===== config.mk =====
export PLATFORM = sky130hd
export DESIGN_NAME = pulse_train_gen
export DESIGN_NICKNAME = d
export VERILOG_FILES = /design/src/rtl/pulse_gen_pkg.sv /design/src/rtl/phase_timer.sv /design/src/rtl/pulse_train_gen.sv
export SDC_FILE = /design/constraint.sdc
export NUM_CORES = 1
export LEC_CHECK = 0
export BUFFER_PORTS_ARGS = -buffer_cell sky130_fd_sc_hd__buf_4
export CAP_MARGIN = 20
export CORE_UTILIZATION = 25
export CTS_BUF_LIST = sky130_fd_sc_hd__clkbuf_2 sky130_fd_sc_hd__clkbuf_4 sky130_fd_sc_hd__clkbuf_8
export CTS_CLUSTER_DIAMETER = 150
export DETAILED_ROUTE_END_ITERATION = 10
export GPL_ROUTABILITY_DRIVEN = 1
export GPL_TIMING_DRIVEN = 1
export PLACE_DENSITY = 0.49
export SKIP_LAST_GASP = 1
export SYNTH_ARGS = -nofsm -noshare
export SYNTH_HDL_FRONTEND = slang
export SYNTH_SLANG_ARGS = --single-unit

===== constraint.sdc =====
create_clock -name clk -period 6 [get_ports clk]
set_clock_uncertainty 0.2 [all_clocks]
set_input_delay 0.3 -clock clk [delete_from_list [all_inputs] [get_ports clk]]
set_output_delay 0.3 -clock clk [all_outputs]
set_load 0.05 [all_outputs]

===== src/rtl/pulse_gen_pkg.sv =====
// Shared definitions for the pulse train generator.
//  - FSM state encodings (IDLE/HIGH/LOW/DONE)
//  - default counter widths
//  - min_one(): maps a zero phase length to one cycle
package pulse_gen_pkg;

  localparam int CNT_W_DEF  = 16;
  localparam int TIME_W_DEF = 16;

  localparam logic [1:0] ST_IDLE = 2'd0;
  localparam logic [1:0] ST_HIGH = 2'd1;
  localparam logic [1:0] ST_LOW  = 2'd2;
  localparam logic [1:0] ST_DONE = 2'd3;

  // A phase length of zero would otherwise give an empty phase and no edge.
  function automatic logic [31:0] min_one(input logic [31:0] len);
    logic [31:0] v;
    if (len == 32'd0) begin
      v = 32'd1;
    end else begin
      v = len;
    end
    return v;
  endfunction

endpackage


===== src/rtl/phase_timer.sv =====
// Down-counter timing one HIGH or LOW phase; shared by both phases.
// Ports:
//  clk, rst_n   clock, async active-low reset
//  i_load       load i_load_val (phase length minus one) on this edge
//  i_load_val   value to load
//  i_en         decrement enable; the count stops at zero
//  o_zero       registered flag, high while the count is zero
module phase_timer
  import pulse_gen_pkg::*;
#(
  parameter int TIME_W = TIME_W_DEF
) (
  input  logic              clk,
  input  logic              rst_n,
  input  logic              i_load,
  input  logic [TIME_W-1:0] i_load_val,
  input  logic              i_en,
  output logic              o_zero
);

  logic [TIME_W-1:0] r_cnt;
  logic              r_zero;

  // Count register and its zero flag, kept in step so the FSM sees a registered flag.
  always_ff @(posedge clk or negedge rst_n) begin
    if (!rst_n) begin
      r_cnt  <= '0;
      r_zero <= 1'b1;
    end else if (i_load) begin
      r_cnt  <= i_load_val;
      r_zero <= (i_load_val == '0);
    end else if (i_en && !r_zero) begin
      r_cnt  <= r_cnt - TIME_W'(1'b1);
      r_zero <= (r_cnt == TIME_W'(1'b1));
    end
  end

  assign o_zero = r_zero;

endmodule


===== src/rtl/pulse_train_gen.sv =====
// Programmable burst generator: n_pulses rectangular pulses, each high for
// max(high_len,1) cycles and low for max(low_len,1) cycles.
// Ports:
//  clk, rst_n   clock, async active-low reset
//  start        request a burst (accepted only in IDLE and without abort)
//  abort        return to IDLE on the next edge; sent holds its value
//  n_pulses     pulse count, latched on start acceptance
//  high_len     high-phase cycles, latched on start acceptance
//  low_len      low-phase cycles, latched on start acceptance
//  busy         burst in progress
//  done         one-cycle strobe on normal completion
//  out          registered pulse output
//  sent         rising edges emitted in the current/last burst
module pulse_train_gen
  import pulse_gen_pkg::*;
#(
  parameter int CNT_W  = CNT_W_DEF,
  parameter int TIME_W = TIME_W_DEF
) (
  input  logic              clk,
  input  logic              rst_n,
  input  logic              start,
  input  logic              abort,
  input  logic [CNT_W-1:0]  n_pulses,
  input  logic [TIME_W-1:0] high_len,
  input  logic [TIME_W-1:0] low_len,
  output logic              busy,
  output logic              done,
  output logic              out,
  output logic [CNT_W-1:0]  sent
);

  logic [1:0]        r_state;
  logic [CNT_W-1:0]  r_n;
  logic [TIME_W-1:0] r_high_m1;
  logic [TIME_W-1:0] r_low_m1;
  logic              r_out;
  logic              r_busy;
  logic              r_done;
  logic [CNT_W-1:0]  r_sent;

  logic [1:0]        w_state_nxt;
  logic              w_out_nxt;
  logic              w_busy_nxt;
  logic              w_done_nxt;
  logic [CNT_W-1:0]  w_sent_nxt;
  logic              w_latch;
  logic              w_ld;
  logic              w_en;
  logic              w_zero;
  logic [TIME_W-1:0] w_ld_val;
  logic [TIME_W-1:0] w_in_high_m1;
  logic [TIME_W-1:0] w_in_low_m1;

  // Phase lengths are stored as (effective length - 1), the timer's load value.
  assign w_in_high_m1 = TIME_W'(min_one(32'(high_len)) - 32'd1);
  assign w_in_low_m1  = TIME_W'(min_one(32'(low_len)) - 32'd1);

  phase_timer #(
    .TIME_W (TIME_W)
  ) u_phase_timer (
    .clk        (clk),
    .rst_n      (rst_n),
    .i_load     (w_ld),
    .i_load_val (w_ld_val),
    .i_en       (w_en),
    .o_zero     (w_zero)
  );

  // Next-state and next-output logic; outputs are computed for the state being entered.
  always_comb begin
    w_state_nxt = r_state;
    w_out_nxt   = r_out;
    w_busy_nxt  = r_busy;
    w_done_nxt  = 1'b0;
    w_sent_nxt  = r_sent;
    w_latch     = 1'b0;
    w_ld        = 1'b0;
    w_ld_val    = r_high_m1;
    w_en        = 1'b0;
    if (abort) begin
      w_state_nxt = ST_IDLE;
      w_out_nxt   = 1'b0;
      w_busy_nxt  = 1'b0;
    end else begin
      case (r_state)
        ST_IDLE: begin
          if (start) begin
            w_latch = 1'b1;
            if (n_pulses != '0) begin
              // Entering HIGH counts the first rising edge.
              w_state_nxt = ST_HIGH;
              w_ld        = 1'b1;
              w_ld_val    = w_in_high_m1;
              w_sent_nxt  = CNT_W'(1'b1);
              w_out_nxt   = 1'b1;
              w_busy_nxt  = 1'b1;
            end else begin
              w_state_nxt = ST_DONE;
              w_sent_nxt  = '0;
              w_done_nxt  = 1'b1;
              w_out_nxt   = 1'b0;
              w_busy_nxt  = 1'b0;
            end
          end else begin
            w_state_nxt = ST_IDLE;
          end
        end
        ST_HIGH: begin
          if (w_zero) begin
            w_state_nxt = ST_LOW;
            w_ld        = 1'b1;
            w_ld_val    = r_low_m1;
            w_out_nxt   = 1'b0;
          end else begin
            w_en = 1'b1;
          end
        end
        ST_LOW: begin
          if (w_zero) begin
            if (r_sent < r_n) begin
              w_state_nxt = ST_HIGH;
              w_ld        = 1'b1;
              w_ld_val    = r_high_m1;
              w_sent_nxt  = r_sent + CNT_W'(1'b1);
              w_out_nxt   = 1'b1;
            end else begin
              w_state_nxt = ST_DONE;
              w_done_nxt  = 1'b1;
              w_busy_nxt  = 1'b0;
              w_out_nxt   = 1'b0;
            end
          end else begin
            w_en = 1'b1;
          end
        end
        ST_DONE: begin
          w_state_nxt = ST_IDLE;
          w_out_nxt   = 1'b0;
          w_busy_nxt  = 1'b0;
        end
        default: begin
          w_state_nxt = ST_IDLE;
          w_out_nxt   = 1'b0;
          w_busy_nxt  = 1'b0;
        end
      endcase
    end
  end

  // Burst configuration, captured only when a start is accepted.
  always_ff @(posedge clk or negedge rst_n) begin
    if (!rst_n) begin
      r_n       <= '0;
      r_high_m1 <= '0;
      r_low_m1  <= '0;
    end else if (w_latch) begin
      r_n       <= n_pulses;
      r_high_m1 <= w_in_high_m1;
      r_low_m1  <= w_in_low_m1;
    end
  end

  // FSM state and registered outputs.
  always_ff @(posedge clk or negedge rst_n) begin
    if (!rst_n) begin
      r_state <= ST_IDLE;
      r_out   <= 1'b0;
      r_busy  <= 1'b0;
      r_done  <= 1'b0;
      r_sent  <= '0;
    end else begin
      r_state <= w_state_nxt;
      r_out   <= w_out_nxt;
      r_busy  <= w_busy_nxt;
      r_done  <= w_done_nxt;
      r_sent  <= w_sent_nxt;
    end
  end

  assign out  = r_out;
  assign busy = r_busy;
  assign done = r_done;
  assign sent = r_sent;

endmodule


==> results of run 1 <==
[logic make-up (layout without fill, tap and decap cells)]
| group | after synthesis | after routing | share of synthesized area |
|---|---|---|---|
| DFF | 86 | 86 | 0.388 |
| AOI/OAI and AO/OA | 158 | 158 | 0.180 |
| adders and majority gates | 24 | 24 | 0.0541 |
| muxes | 10 | 10 | 0.0201 |
| buffers and inverters | 62 | 146 | 0.0435 |
| xor gates and xnor gates | 46 | 46 | 0.0740 |
| and+or+nand+nor | 272 | 272 | 0.240 |
[cell type report]
cell class | count | area, sq um | area share
Sequential cell | 86 | 2150 | 0.314
Multi-Input combinational cell | 510 | 3170 | 0.462
Clock buffer | 11 | 145 | 0.0211
Clock inverter | 5 | 106 | 0.0155
Timing Repair Buffer | 99 | 822 | 0.120
Inverter | 31 | 116 | 0.0170
Tap cell | 280 | 350 | 0.0510
[per-layer routing]
layer / global-route usage / wire length, um / up-vias
met3: 0.0136 / 452 / 16
met1: 0.214 / 8170 / 2368
met5: 0 / 0 / -
met2: 0.242 / 7580 / 102
li1: - / - / 2515
met4: 0.0570 / 259 / 0
[cell usage after synthesis, types with 7 or more instances]
master	number
a21oi_1	22
a22o_1	9
a22oi_1	7
a31oi_1	8
clkbuf_1	29
dfrtp_1	85
ha_1	24
inv_1	31
mux2_2	9
nand2_1	88
nand3_1	15
nand4_1	9
nor2_1	63
nor2b_1	8
nor3_1	26
nor4_1	25
o211ai_1	7
o21ai_0	64
or4_1	7
xnor2_1	32
xor2_1	13
[sequential cells by signal, summed over array words and instances (netlist names)]
name and flops:
out 1, done 1, u_phase_timer.o_zero 1, r_n 16
r_low_m1 16, r_high_m1 16, u_phase_timer.r_cnt 16, sent 16
busy 1, r_state 2
[worst max-delay path: stages]
cell and delay (ps):
dlygate4sd3_1 540, buf_4 150, or4_1 540, nor4_1 290, nand2b_1 170, or3b_2 500, o21bai_1 240, inv_1 70
ha_1 230, nand2_1 100, or3_1 240, nor4_1 90, xnor2_1 120, o21ai_0 130
[report_power, final]
group	switching (mW)	leakage (nW)	internal (mW)
registers	0.187	1.07	0.808
clock network	0.222	0.123	0.293
logic	0.656	1.74	0.432
total	1.07	2.93	1.53
[worst max path at each step]
stage,cells past startpoint,start,endpoint,slack (ps)
6_report,14,low_len[8],r_low_m1[12],2420
4_1_cts,14,low_len[8],r_low_m1[12],2390
5_1_grt,14,low_len[8],r_low_m1[8],2220
2_1_floorplan,13,low_len[6],r_low_m1[12],2890
3_5_place_dp,13,high_len[3],u_phase_timer.o_zero,2320
3_3_place_gp,13,high_len[3],u_phase_timer.o_zero,2360
[what timing repair did]
action | in CTS | in global routing
setup endpoints to repair | 0 | 0
hold buffers | 22 | 0
buffers inserted | 0 | 0
endpoints found under the hold margin | 49 | 0
==> results.cfg, run 1 <==
[timing]
finalCritPeriodShare = 0.597
worst_hold_slack_ps = 18.3
hold_viol = 0
fin_crit_ps = 3580
slew_violations = 0
finalSetupViolCount = 0
tightest_slew_ps = 765
slew_headroom = 0.488
rsz0062_at_grt = false
worst_slack_ps = 2420
max_freq_mhz = 279
fin_setup_tns_ps = 0

[clocking]
cts_tree = done
cts_root_buffer = clkbuf_8
htreeDepth = 3
clock_latency_ps = 390
clk_pin_slew_ps = 90
cts_buffers = 9
post_cts_resized = 0
cts_max_path_buffers = 2
cts_num_sinks = 86

[finish]
drive_gt1_frac = 0.151
final_common_cell = nand2_1
mostFrequentLayoutCells = nand2_1 (88), dfrtp_1 (85), buf_4 (74)
insertedDiodeCount = 0
fillers = 2312
layoutNonFillerInstCount = 1022
post-route-util = 0.315
syn_to_final_growth_pct = 23.7
fin_area_sq_um = 6860
final_nets = 813

[yosys]
synth-seq-area-share = 0.388
synth-seq-cells = 86
netlist_area_sq_um = 5550
synthCells = 658
yosysTopAreaCellShare = 0.383
async_flop_share = 1.00
syn-num-nets = 734
ys.flop_type = dfrtp_1
yosysWarnings = 0
avgSynthCellArea_sq_um = 8.43
synth_cell_types = 59
yosys.area.top_type = dfrtp_1
synthTopCellsByArea = dfrtp_1 (38%), nand2_1 (6.0%), o21ai_0 (5.8%)
synth_edf_count = 0

[place]
post_dp_cell_area_sq_um = 6350
dpl.hpwl_um = 12300
place_ws_ps = 2320
gp_congestion = 0.814
port_buffers = 70
dpl.cell_count = 981

[floorplanning]
num_rows = 54
die_width_um = 151
ios = 71
die-area_sq_um = 22800
fp.dieH_um = 151
core_sq_um = 21800
initial_core_util = 0.254

[grt]
grtUsageTotal = 0.152
grt_max_degree = 59
gr-total-overflow = 0
antenna_found_initial = 0
grt_pass1_wl_um = 26500
grt_pass1_vias = 4827

[critical_path]
r2r_cells = 7
crit_required_ps = 6110
worstReg2RegEnd = r_high_m1[15]
end_kind = flop
r2r_start = r_state[0]
critical_path_class = in -> reg
worstPathArrival_ps = 3690
path_max_fanout = 5
start_kind = primary input
regToRegSetupSlack_ps = 2600

[min_path]
min_path_type = in -> reg
hold_depth = 3
hold_path_end = r_low_m1[5]
min_from = low_len[5]

[flow_run]
drv_cap = 0

[routing]
via_count = 5001
drt_iter0_drc = 403
firstDrtPassIters = 5
drc = 0
via_per_inst = 4.89
wl_per_cell_um = 16.1
antenna_left = 0
wirelength_um = 16500

[pwr]
leakage_nw = 2.93
powerDensity_nw_per_um2 = 379
power_mw = 2.60
peakVddDrop_uv = 146

[run_status]
status = finished clean
Power figures use the tool's default switching activity.
==> run 2: changes to the inputs <==
- PLACE_DENSITY: 0.49 -> 0.5
- clock period: 6 -> 3.2 ns (I/O delays scaled with it)
==> run 2 against run 1 <==
Compared with the run above: register-to-register slack worse by 2200 ps; critical path depth is the same; cell count is 5.8% higher; utilization rose by 2.6 points; global-route usage increased by 0.39 points; clock-buffer cell count up 1; flip-flop and latch count did not move; non-clock buffer count up 59; wire length rose by 2.7%.
==> results.cfg, run 2 (synthesized netlist as in run 1, its figures left out) <==
[run_status]
status = finished clean

[grt]
grtUsageMet1 = 0.223
grt_pass1_wl_um = 27200
grt-busiest-layer = met2
gr-total-overflow = 0
antenna_found_initial = 0
grtUsageTotal = 0.156
use_met3 = 0.0157
grt_max_degree = 67
grt_pass1_vias = 4851
use_met2 = 0.239

[finish]
mostFrequentLayoutCells = buf_4 (106), nand2_1 (87), dfrtp_1 (85)
fillers = 2266
final_nets = 872
final_common_cell = buf_4
regArea_sq_um = 2150
insertedDiodeCount = 0
fin_area_sq_um = 7420
syn_to_final_growth_pct = 33.8
post-route-util = 0.340
multi_input_area_sq_um = 3230
drive_gt1_frac = 0.191

[critical_path]
regToRegSetupSlack_ps = 370
worstReg2RegEnd = r_low_m1[15]
critPathSlowestCell = dlygate4sd3_1
r2r_start = r_state[1]
start_kind = primary input
worstPathArrival_ps = 3150
path_max_fanout = 5
end_kind = flop
path_cells = dlygate4sd3_1 > buf_4 > or4_4 > nor4_4 > nand2b_1 > or3b_2 > o21bai_1 > inv_1 > ha_1 > nand2_2 > or3_4 > nor3_1 > xnor2_1 > o21ai_1
cp.buffers_inverters = 3
r2r_cells = 9
critical_path_class = in -> reg
critical-path-top-delay-family = simple AND/OR/NAND/NOR gates
cpPeakStageDelay_ps = 540
crit_required_ps = 3260

[timing]
slew_violations = 0
fin_setup_tns_ps = 0
finalCritPeriodShare = 0.966
tightest_slew_ps = 854
rsz0062_at_grt = true
hold_viol = 0
fin_crit_ps = 3090
max_freq_mhz = 324
slew_headroom = 0.431
finalSetupViolCount = 0
worst_slack_ps = 110

[clocking]
clk_pin_slew_ps = 90
clock_latency_ps = 380
cts_num_sinks = 86
cts_tree = done
cts_max_path_buffers = 2
cts_root_buffer = clkbuf_8
cts_buffers = 9
htreeDepth = 3

[routing]
antenna_left = 0
wirelength_um = 16900
wl_per_cell_um = 15.6
via_per_inst = 4.86
drc = 0
drt_iter0_drc = 311
firstDrtPassIters = 5
via_count = 5250

[floorplanning]
core_sq_um = 21800
die_width_um = 151
initial_core_util = 0.254
ios = 71
die-area_sq_um = 22800
fp.dieH_um = 151
num_rows = 54

[place]
post_dp_cell_area_sq_um = 6590
dpl.hpwl_um = 12400
gp_congestion = 0.839
place_ws_ps = 29.0
port_buffers = 70

[min_path]
min_path_type = in -> reg
hold_depth = 4
hold_path_end = r_high_m1[6]
min_from = high_len[6]

[pwr]
powerDensity_nw_per_um2 = 680
leakage_nw = 3.21
peakVddDrop_uv = 278

[flow_run]
drv_cap = 0
[run 2: how the worst max path moves through the flow]
stage,from,end,cells past startpoint
2_1_floorplan,low_len[6],r_low_m1[12],13
3_3_place_gp,high_len[11],u_phase_timer.o_zero,13
3_5_place_dp,low_len[6],r_low_m1[8],13
4_1_cts,high_len[10],u_phase_timer.o_zero,15
5_1_grt,low_len[9],r_low_m1[14],14
6_report,low_len[9],r_low_m1[8],14
[run 2: routing by layer]
metal / part of all wire / vias up / wire, um
met5: 0 / - / 0
met4: 0.019 / 0 / 324
met3: 0.026 / 20 / 441
met2: 0.46 / 93 / 7810
met1: 0.49 / 2500 / 8330
li1: - / 2637 / -
[run 2: layout make-up]
cell class,count,area share
multi-input combinational,510,0.435
sequential,86,0.290
clock buffer,12,0.0206
tap,280,0.0472
timing repair buffer,158,0.179
inverter,31,0.0157
clock inverter,4,0.0128
[run 2: per-stage QoR]
step / cells / hold slack [ps] / total power [mW]
after floorplan: 658 / -336 / 3.21
after CTS: 1079 / 6.41 / 5.04
final: 1081 / 19.8 / 5.04
after detailed placement: 1012 / 128 / 3.99
after global placement: 1012 / 129 / 3.97
after global routing: 1081 / 13.6 / 5.46
[run 2: power by group]
group	leakage, nW	internal, mW	switching, mW
clock	0.127	0.557	0.422
sequential	1.07	1.51	0.353
combinational	2.01	0.944	1.25
total	3.21	3.02	2.03
[run 2: what timing repair did]
action	4_1_cts	5_1_grt
buffers inserted	0	2
hold buffers	51	0
gates resized for setup	0	15
endpoints found under the setup margin	0	7
hold endpoints to repair	111	0
[run 2: worst min-delay path: cells and delay by family]
family / cells / cell delay, ps
xor+xnor: 1 / 100
simple gates: 2 / 220
buf+inv: 1 / 90
